--- src/rtl/seq_det_pkg.sv ---
// Shared types and constants for the parametrised serial pattern detector.
package seq_det_pkg;

  typedef enum logic {
    FILL  = 1'b0,
    ARMED = 1'b1
  } state_t;

  localparam int MIN_PAT_W = 2;
  localparam int MAX_PAT_W = 32;

  localparam logic [4:0] DEF_PATTERN = 5'b10110;

endpackage

--- src/rtl/seq_shift_hist.sv ---
// History shift register for the detector.
// The newest bit enters at bit 0, and older bits move toward the MSB.
// A synchronous clear takes priority over a shift.
module seq_shift_hist #(
  parameter int W = 4
) (
  input  logic         clk,
  input  logic         rst,
  input  logic         i_shift,
  input  logic         i_clr,
  input  logic         i_bit,
  output logic [W-1:0] o_hist
);

  logic [W-1:0] r_hist;

  // Valid-gated shift; the truncating cast drops the oldest bit (also works for W==1)
  always_ff @(posedge clk or posedge rst) begin
    if (rst)          r_hist <= '0;
    else if (i_clr)   r_hist <= '0;
    else if (i_shift) r_hist <= W'({r_hist, i_bit});
  end

  assign o_hist = r_hist;

endmodule

--- src/rtl/param_seq_detector.sv ---
// Parametrised Mealy serial-pattern detector.
// The pattern is loadable at run time, and overlap mode is selected at run time.
// Optional feature: define DET_CNT_EN to build the saturating hit counter.
// Without DET_CNT_EN, det_cnt reads 0 and cnt_clr is ignored.
module param_seq_detector
  import seq_det_pkg::*;
#(
  parameter int               PAT_W   = 5,
  parameter logic [PAT_W-1:0] PATTERN = PAT_W'(DEF_PATTERN),
  parameter int               CNT_W   = 8
) (
  input  logic             clk,
  input  logic             rst,
  input  logic             in_valid,
  input  logic             in_seq,
  input  logic             overlap_en,
  input  logic             pat_wr,
  input  logic [PAT_W-1:0] pat_in,
  input  logic             cnt_clr,
  output logic             det_out,
  output logic [CNT_W-1:0] det_cnt
);

  localparam int FILL_W = $clog2(PAT_W);

  state_t             r_state, w_state_nxt;
  logic [FILL_W-1:0]  r_fill, w_fill_nxt;
  logic [PAT_W-1:0]   r_pat;
  logic [PAT_W-2:0]   w_hist;
  logic               w_shift, w_hclr, w_match, w_det;

  seq_shift_hist #(.W(PAT_W-1)) u_hist (
    .clk     (clk),
    .rst     (rst),
    .i_shift (w_shift),
    .i_clr   (w_hclr),
    .i_bit   (in_seq),
    .o_hist  (w_hist)
  );

  assign w_match = ({w_hist, in_seq} == r_pat);

  // Pattern register: loads on pat_wr and otherwise holds
  always_ff @(posedge clk or posedge rst) begin
    if (rst)         r_pat <= PATTERN;
    else if (pat_wr) r_pat <= pat_in;
  end

  // FSM state and fill-count registers
  always_ff @(posedge clk or posedge rst) begin
    if (rst) begin
      r_state <= FILL;
      r_fill  <= '0;
    end else begin
      r_state <= w_state_nxt;
      r_fill  <= w_fill_nxt;
    end
  end

  // Next state, history control and Mealy detect.
  // A pattern load overrides any incoming bit.
  always_comb begin
    w_state_nxt = r_state;
    w_fill_nxt  = r_fill;
    w_shift     = 1'b0;
    w_hclr      = 1'b0;
    w_det       = 1'b0;
    if (pat_wr) begin
      w_state_nxt = FILL;
      w_fill_nxt  = '0;
      w_hclr      = 1'b1;
    end else if (in_valid) begin
      w_shift = 1'b1;
      case (r_state)
        FILL: begin
          if (r_fill == FILL_W'(PAT_W-2)) begin
            w_fill_nxt  = FILL_W'(PAT_W-1);
            w_state_nxt = ARMED;
          end else begin
            w_fill_nxt = r_fill + FILL_W'(1);
          end
        end
        ARMED: begin
          if (w_match) begin
            w_det = 1'b1;
            // In non-overlap mode, the next hit needs a full set of fresh bits
            if (!overlap_en) begin
              w_fill_nxt  = '0;
              w_state_nxt = FILL;
            end
          end
        end
        default: begin
          w_state_nxt = FILL;
          w_fill_nxt  = '0;
        end
      endcase
    end
  end

  assign det_out = w_det & ~rst;

`ifdef DET_CNT_EN
  logic [CNT_W-1:0] r_cnt;

  // Saturating hit counter; a clear beats a same-cycle detect
  always_ff @(posedge clk or posedge rst) begin
    if (rst)                     r_cnt <= '0;
    else if (cnt_clr)            r_cnt <= '0;
    else if (det_out && !(&r_cnt)) r_cnt <= r_cnt + CNT_W'(1);
  end

  assign det_cnt = r_cnt;
`else
  logic w_unused_cnt_clr;
  assign w_unused_cnt_clr = cnt_clr;
  assign det_cnt          = '0;
`endif

endmodule

--- config.mk ---
export PLATFORM = sky130hd
export DESIGN_NAME = param_seq_detector
export DESIGN_NICKNAME = d
export VERILOG_FILES = /design/src/rtl/seq_det_pkg.sv /design/src/rtl/seq_shift_hist.sv /design/src/rtl/param_seq_detector.sv
export SDC_FILE = /design/constraint.sdc
export NUM_CORES = 1
export LEC_CHECK = 0
export CELL_PAD_IN_SITES_DETAIL_PLACEMENT = 0
export CELL_PAD_IN_SITES_GLOBAL_PLACEMENT = 1
export CORE_AREA = 2 2 41 70
export DETAILED_ROUTE_END_ITERATION = 8
export DIE_AREA = 0 0 43 72
export GPL_TIMING_DRIVEN = 0
export PLACE_DENSITY = 0.73
export SLEW_MARGIN = 25
export SYNTH_ARGS = -nofsm -noshare
export SYNTH_HDL_FRONTEND = slang
export SYNTH_HIERARCHICAL = 1
export SYNTH_SLANG_ARGS = --single-unit
--- constraint.sdc ---
create_clock -name clk -period 1.4 [get_ports clk]
set_input_delay 0.35 -clock clk [delete_from_list [all_inputs] [get_ports clk]]
set_output_delay 0.35 -clock clk [all_outputs]
set_load 0.02 [all_outputs]
==> impl_results.md <==
* Mean cell area of the mapped netlist at 10.7 µm²
* Largest net degree at the start of global routing at 11
* Setup Skew at 0.00157 ns
* Vias in the first global route at 589
* R2R depth at 6
* Critical Path RT at 1.05 ns
* Post-Syn Instances at 70
* Core box area at 2520 µm²
* CTS root buf: clkbuf_8
* Rows at 24
* Tmin final at 1.68 ns
* Num CTS Buffers at 3
* Commonest non-fill, non-tap cell in the layout: buf_4
* Final Cycle Share at 120%
* GRT overflow at 0
* Setup tns final at -0.703 ns
* H-tree levels at 1
* Clk buf depth at 2
* CP endpoint kind: primary output
* R2r setup slk at -0.17 ns
* Most frequent cells in the layout: buf_4 (12), dfrtp_1 (10), conb_1 (8)
* CTS tree: built
* Synth unique cells at 28
* Final core occ at 42.5%
* Endpoints failing hold at 0
* Pre-CTS WS at -1.08 ns
* Initial antenna violation count at 0
* Post-route insts no fill at 123
* Worst-path clk slew at 0.05 ns
* Nets@finish at 112
* CTS sink count at 13
* Ys flop type: dfrtp_1
* Layout area overhead at 43.3%
* Hold_buf cts at 0
* Startpoint Class: flop
* DIE WIDTH at 43 µm
* Fmax at 0.597 GHz
* RSZ-0062 raised after global routing: yes
* Hold slack final at 0.158 ns
* TritonRoute pass-1 iters at 4
* DR DRC count at 0
* Leakage at 0.485 nW
* Placer Congestion at 0.777
* Power Density at 893 nW/µm²
* Share of post-route cells with drive strength above 1 at 43.3%
* Met3 GRT Util at 3.23%
* # setup viols final at 5
* Average detailed-routed wire length per instance at 13.3 µm
* Post-route setup slack at -0.275 ns
* Reg-to-reg startpoint: r_pat[1]
* Reg-to-reg endpoint: r_fill[2]
* Drt total wl at 1640 µm
* Status: finished with violations
* DP Cell Count at 114
* Number of synthesized flops with an enable pin at 0
* Port Buffers at 11
* Met1 Use GR at 11.1%
* Seq/Total Area, Yosys at 44.0%
* Post-synthesis cell area at 748 µm²
* First-pass GRT wire length at 2630 µm
* GRT Overall Usage at 11.6%
* Number of DRC markers in iteration 0 at 10
* Fin. max-slew vios at 0
* Failing checks: setup timing
* Fraction of registers with async set or reset after synthesis at 100%
* Die area at 3100 µm²
* Ys Warns at 6
* I/O pin cnt at 21
* WP data arrival at 1.33 ns
* Antenna fix cells at 0
* Clk_lat worst skew at 0.25 ns
* Synth Register Bits at 13
* Max-cap violation count at 0
* Height of the die at 72 µm
* Via Count at 586
* Routed vias/inst at 4.76
* Busiest grt layer: met2
* VDD IR-drop max at 0.583 mV
* Dpl hpwl at 1190 µm
* Met2 usage at 20.7%
* Initial Util at 29.7%
* Worst Path Max Fanout at 2
* Crit path kind: flop to primary output
* Detail Route Antenna Nets at 0
* HP Class: input pin to async pin
* # fillers at 262
critical path, stage by stage (launching register included):
cell	delay (ns)
dfstp_2	0.54
xnor2_2	0.13
nand4_4	0.14
nor3_4	0.13
buf_6	0.13
state kept, by name (all words and copies together) (netlist names):
register       flops
r_state            1
u_hist/o_hist      4
r_fill             3
r_pat              5
report_power, final:
part	internal (mW)	switching, mW
logic	0.101	0.0969
registers	0.405	0.0189
clock network	0.201	0.134
layout make-up:
type	count	area (µm²)	area share, %
tap	26	32.5	3.03
clock buffer	4	45.0	4.20
buffer	11	75.1	7.00
timing repair buffer	16	144	13.4
inverter	5	22.5	2.10
multi-input combinational	48	424	39.6
sequential	13	329	30.7
stage by stage:
step	area [µm²]	power, mW
after detailed placement	960	0.608
after CTS	1040	0.968
after floorplan	817	0.554
after global placement	960	0.603
after global routing	1070	1.00
final	1070	0.957
per-layer routing:
| layer | vias to the layer above | wire [µm] |
|---|---|---|
| met4 | 0 | 68 |
| met3 | 7 | 66 |
| met5 | - | 0 |
| met1 | 281 | 581 |
| met2 | 16 | 922 |
| li1 | 282 | - |
Yosys cell counts (2+ instances only):
cell type | instances | area (µm²)
a21oi_1 | 3 | 15.0
buf_2 | 2 | 10.0
buf_4 | 8 | 60.1
dfrtp_1 | 10 | 250
dfstp_2 | 3 | 78.8
ha_1 | 2 | 25.0
inv_1 | 4 | 15.0
mux2_2 | 5 | 56.3
mux2i_1 | 4 | 40.0
nand2_1 | 2 | 7.51
nor2_1 | 5 | 18.8
nor3_1 | 2 | 10.0
o211ai_1 | 2 | 15.0
xnor2_1 | 4 | 35.0
logic make-up (layout without fill, tap and decap cells):
family,after synthesis,in the layout,share of synthesized area (%)
other cells,1,8,0.501
compound gates,8,8,8.03
buf+inv,16,36,12.5
flops,13,13,44.0
mux,9,9,12.9
xor+xnor,5,5,5.85
simple gates,16,16,12.9
fa+ha+maj,2,2,3.34
worst max-delay path by stage:
stage,slack (ns),end,from,depth (start not counted)
floorplan,0.002,det_out,r_pat[1],3
global placement,-1.06,det_out,rst,5
detailed placement,-1.08,det_out,rst,5
CTS,-0.31,det_out,r_pat[2],4
global route,-0.35,det_out,r_pat[4],4
finish,-0.28,det_out,r_pat[1],4
what timing repair did:
action | CTS | global route
endpoints found under the setup margin | 14 | 5
buffers inserted | 4 | 1
cloned | 0 | 0
pin swaps | 1 | 5
resized for setup | 12 | 6
hold endpoints to repair | 0 | 0
Note: power is estimated with default switching activity, not from simulation.
==> patch, RTL diff (same flow settings) <==
Add an input register stage for `in_valid`, `in_seq`, `overlap_en`, `pat_wr` and `pat_in`; this delays them by one clock. The other inputs are not delayed to match.
--- a/src/rtl/param_seq_detector.sv
+++ b/src/rtl/param_seq_detector.sv
@@ -24,4 +24,18 @@
   localparam int FILL_W = $clog2(PAT_W);
 
+  logic in_valid_q;
+  logic in_seq_q;
+  logic overlap_en_q;
+  logic pat_wr_q;
+  logic [PAT_W-1:0] pat_q;
+
+  always_ff @(posedge clk) begin
+    in_valid_q   <= in_valid;
+    in_seq_q     <= in_seq;
+    overlap_en_q <= overlap_en;
+    pat_wr_q     <= pat_wr;
+    pat_q        <= pat_in;
+  end
+
   state_t             r_state, w_state_nxt;
   logic [FILL_W-1:0]  r_fill, w_fill_nxt;
@@ -35,14 +49,14 @@
     .i_shift (w_shift),
     .i_clr   (w_hclr),
-    .i_bit   (in_seq),
+    .i_bit   (in_seq_q),
     .o_hist  (w_hist)
   );
 
-  assign w_match = ({w_hist, in_seq} == r_pat);
+  assign w_match = ({w_hist, in_seq_q} == r_pat);
 
   // Pattern register: loads on pat_wr and otherwise holds
   always_ff @(posedge clk or posedge rst) begin
     if (rst)         r_pat <= PATTERN;
-    else if (pat_wr) r_pat <= pat_in;
+    else if (pat_wr_q) r_pat <= pat_q;
   end
 
@@ -66,9 +80,9 @@
     w_hclr      = 1'b0;
     w_det       = 1'b0;
-    if (pat_wr) begin
+    if (pat_wr_q) begin
       w_state_nxt = FILL;
       w_fill_nxt  = '0;
       w_hclr      = 1'b1;
-    end else if (in_valid) begin
+    end else if (in_valid_q) begin
       w_shift = 1'b1;
       case (r_state)
@@ -85,5 +99,5 @@
             w_det = 1'b1;
             // In non-overlap mode, the next hit needs a full set of fresh bits
-            if (!overlap_en) begin
+            if (!overlap_en_q) begin
               w_fill_nxt  = '0;
               w_state_nxt = FILL;
Behaviour: not the same (Yosys sat finds a counterexample within 10 cycles, from zero or initial values and one cycle with rst high).
==> patch against the unedited design <==
- the run still ends with negative setup slack left
- die area is the same
- utilization increased by 3.4 points
- register-to-register slack improved by 0.25 ns
- sequential cell count grew 9
- total power is 34% higher
- area after synthesis grew 24%
- routed wire length down 16%
- setup slack worse by 0.25 ns
- first-iteration DRC count down 20%
- design area is 7.9% higher
==> patch: results (changes against the unedited design) <==
setup_tns_ns: -0.521  # was -0.703 ns
status: "complete, but fails checks"  # unchanged
ys_seq_area_share_pct: 55.1  # was 44.0%
clk_latency_ns: 0.26
p_leak_nw: 0.547  # was 0.485 nW
dp_slack_ns: -0.712  # was -1.08 ns
synthCells: 76  # was 70
ctsRootBufferMaster: "clkbuf_8"  # unchanged
place_area_sq_um: 1100  # was 960 sq um
timing.final.ws_setup_ns: -0.521  # was -0.275 ns
hpwl_um: 1100  # was 1190 um
antenna_cells: 0  # unchanged
synthTopCellsByArea: "dfrtp_1 27%, dfxtp_1 19%, dfstp_2 8.5%, mux2i_1 7.6%, buf_4 6.5%"  # was dfrtp_1 33%, dfstp_2 11%, buf_4 8.0%, mux2_2 7.5%, mux2i_1 5.4%
finalClockSkew_ns: 0.00341  # was 0.00157 ns
violations: "negative setup slack"  # unchanged
synthFlopType: "dfrtp_1"  # unchanged
cts_setup_buffers: 0  # was 4
grt_pass1_wl_um: 2480  # was 2630 um
antenna_found_initial: 0  # unchanged
grt_use_total_pct: 11.0  # was 11.6%
cts_resized: 7  # was 12
setup_viol: 1  # was 5
peakVddDrop_mv: 0.660  # was 0.583 mV
hp-class: "primary input to asynchronous set/reset pin"  # unchanged
placed_cells: 120  # was 114
via_per_inst: 4.57  # was 4.76
vias: 562  # was 586
fill_cells: 253  # was 262
drt-pass1-iter-count: 4  # unchanged
grt_max_degree: 13  # was 11
first_iter_violations: 8  # was 10
clkPwrFrac_pct: 33.5  # was 35.1%
ctsHtreeMaxLevel: 1  # unchanged
intPower_mw: 1.01  # was 707 uW
io_buffers: 11  # unchanged
ys_warn_count: 6  # unchanged
wl_per_cell_um: 11.2  # was 13.3 um
p_total_mw: 1.28  # was 957 uW
async_flop_share_pct: 59.1  # was 100%
combinationalPower_uw: 151  # was 198 uW
cts_buffers: 3  # unchanged
final_layout_size_suffix_gt1_share_pct: 27.8  # was 43.3%
synth.top_cells.by_count: "10 x dfrtp_1, 9 x dfxtp_1, 8 x buf_4, 7 x mux2i_1, 6 x nor2_1"  # was 10 x dfrtp_1, 8 x buf_4, 5 x mux2_2, 5 x nor2_1
path_max_fanout: 3  # was 2
arrival_ns: 1.57  # was 1.33 ns
stdcell_area_sq_um: 1160  # was 1070 sq um
drc_errors: 0  # unchanged
synth.distinct_cells: 24  # was 28
path_clk_slew_ns: 0.07  # was 0.05 ns
globalplace.congestion: 0.712  # was 0.777
grt_pass1_vias: 605  # was 589
patch: cell count changes in the layout (fill, tap and decap cells not counted), moves of 2 or more:
cell and delta:
buf_4 -4, dfxtp_1 +9, o211ai_1 -2, mux2i_1 +3
nand2_1 -2, clkdlybuf4s50_1 +4, xor2_1 +4, nor2b_1 +2
dlygate4sd2_1 -3, a21oi_1 -2, xnor2_2 -4, o2bb2ai_1 +3
patch: path summary, 6_finish.rpt:
kind | depth (start not counted) | start | to | slack [ns]
max in group asynchronous | 2 | rst | r_pat[4] | 0.61
min in group clk | 1 | pat_q[0] | r_pat[0] | 0.46
max reg2reg | 4 | r_pat[4] | r_fill[1] | 0.08
max | 5 | u_hist/o_hist[2] | det_out | -0.52
min | 2 | rst | u_hist/o_hist[3] | 0.39
min reg2reg | 1 | pat_q[0] | r_pat[0] | 0.46
patch: cells by family after synthesis:
group / synth area share [%]
AO/OA/AOI/OAI: 5.68
multiplexers: 13.7
buffers and inverters: 9.61
adder cells (fa/ha/maj): 2.71
XOR/XNOR: 4.74
AND/OR/NAND/NOR: 8.12
flip-flops: 55.1
other: 0.406
patch: per-layer routing:
layer	part of all wire [%]	track usage (%)	vias up
met1	36	10.6	260
met5	0	0	-
met2	54	19.5	18
met3	7.1	2.49	5
met4	3.5	8.08	0
li1	-	-	279
patch: worst max-delay path: stages (launching register included):
cell	delay (ns)
dfrtp_1	0.42
xor2_1	0.16
nor3_2	0.21
and3_4	0.22
nor3b_4	0.18
buf_6	0.14
patch: cell type report:
class / count / share of cell area, %
Timing Repair Buffer: 11 / 9.62
Multi-Input combinational cell: 46 / 31.5
Clock buffer: 4 / 4.76
Inverter: 4 / 1.30
Buffer: 10 / 6.05
Tap cell: 26 / 2.81
Sequential cell: 22 / 44.0
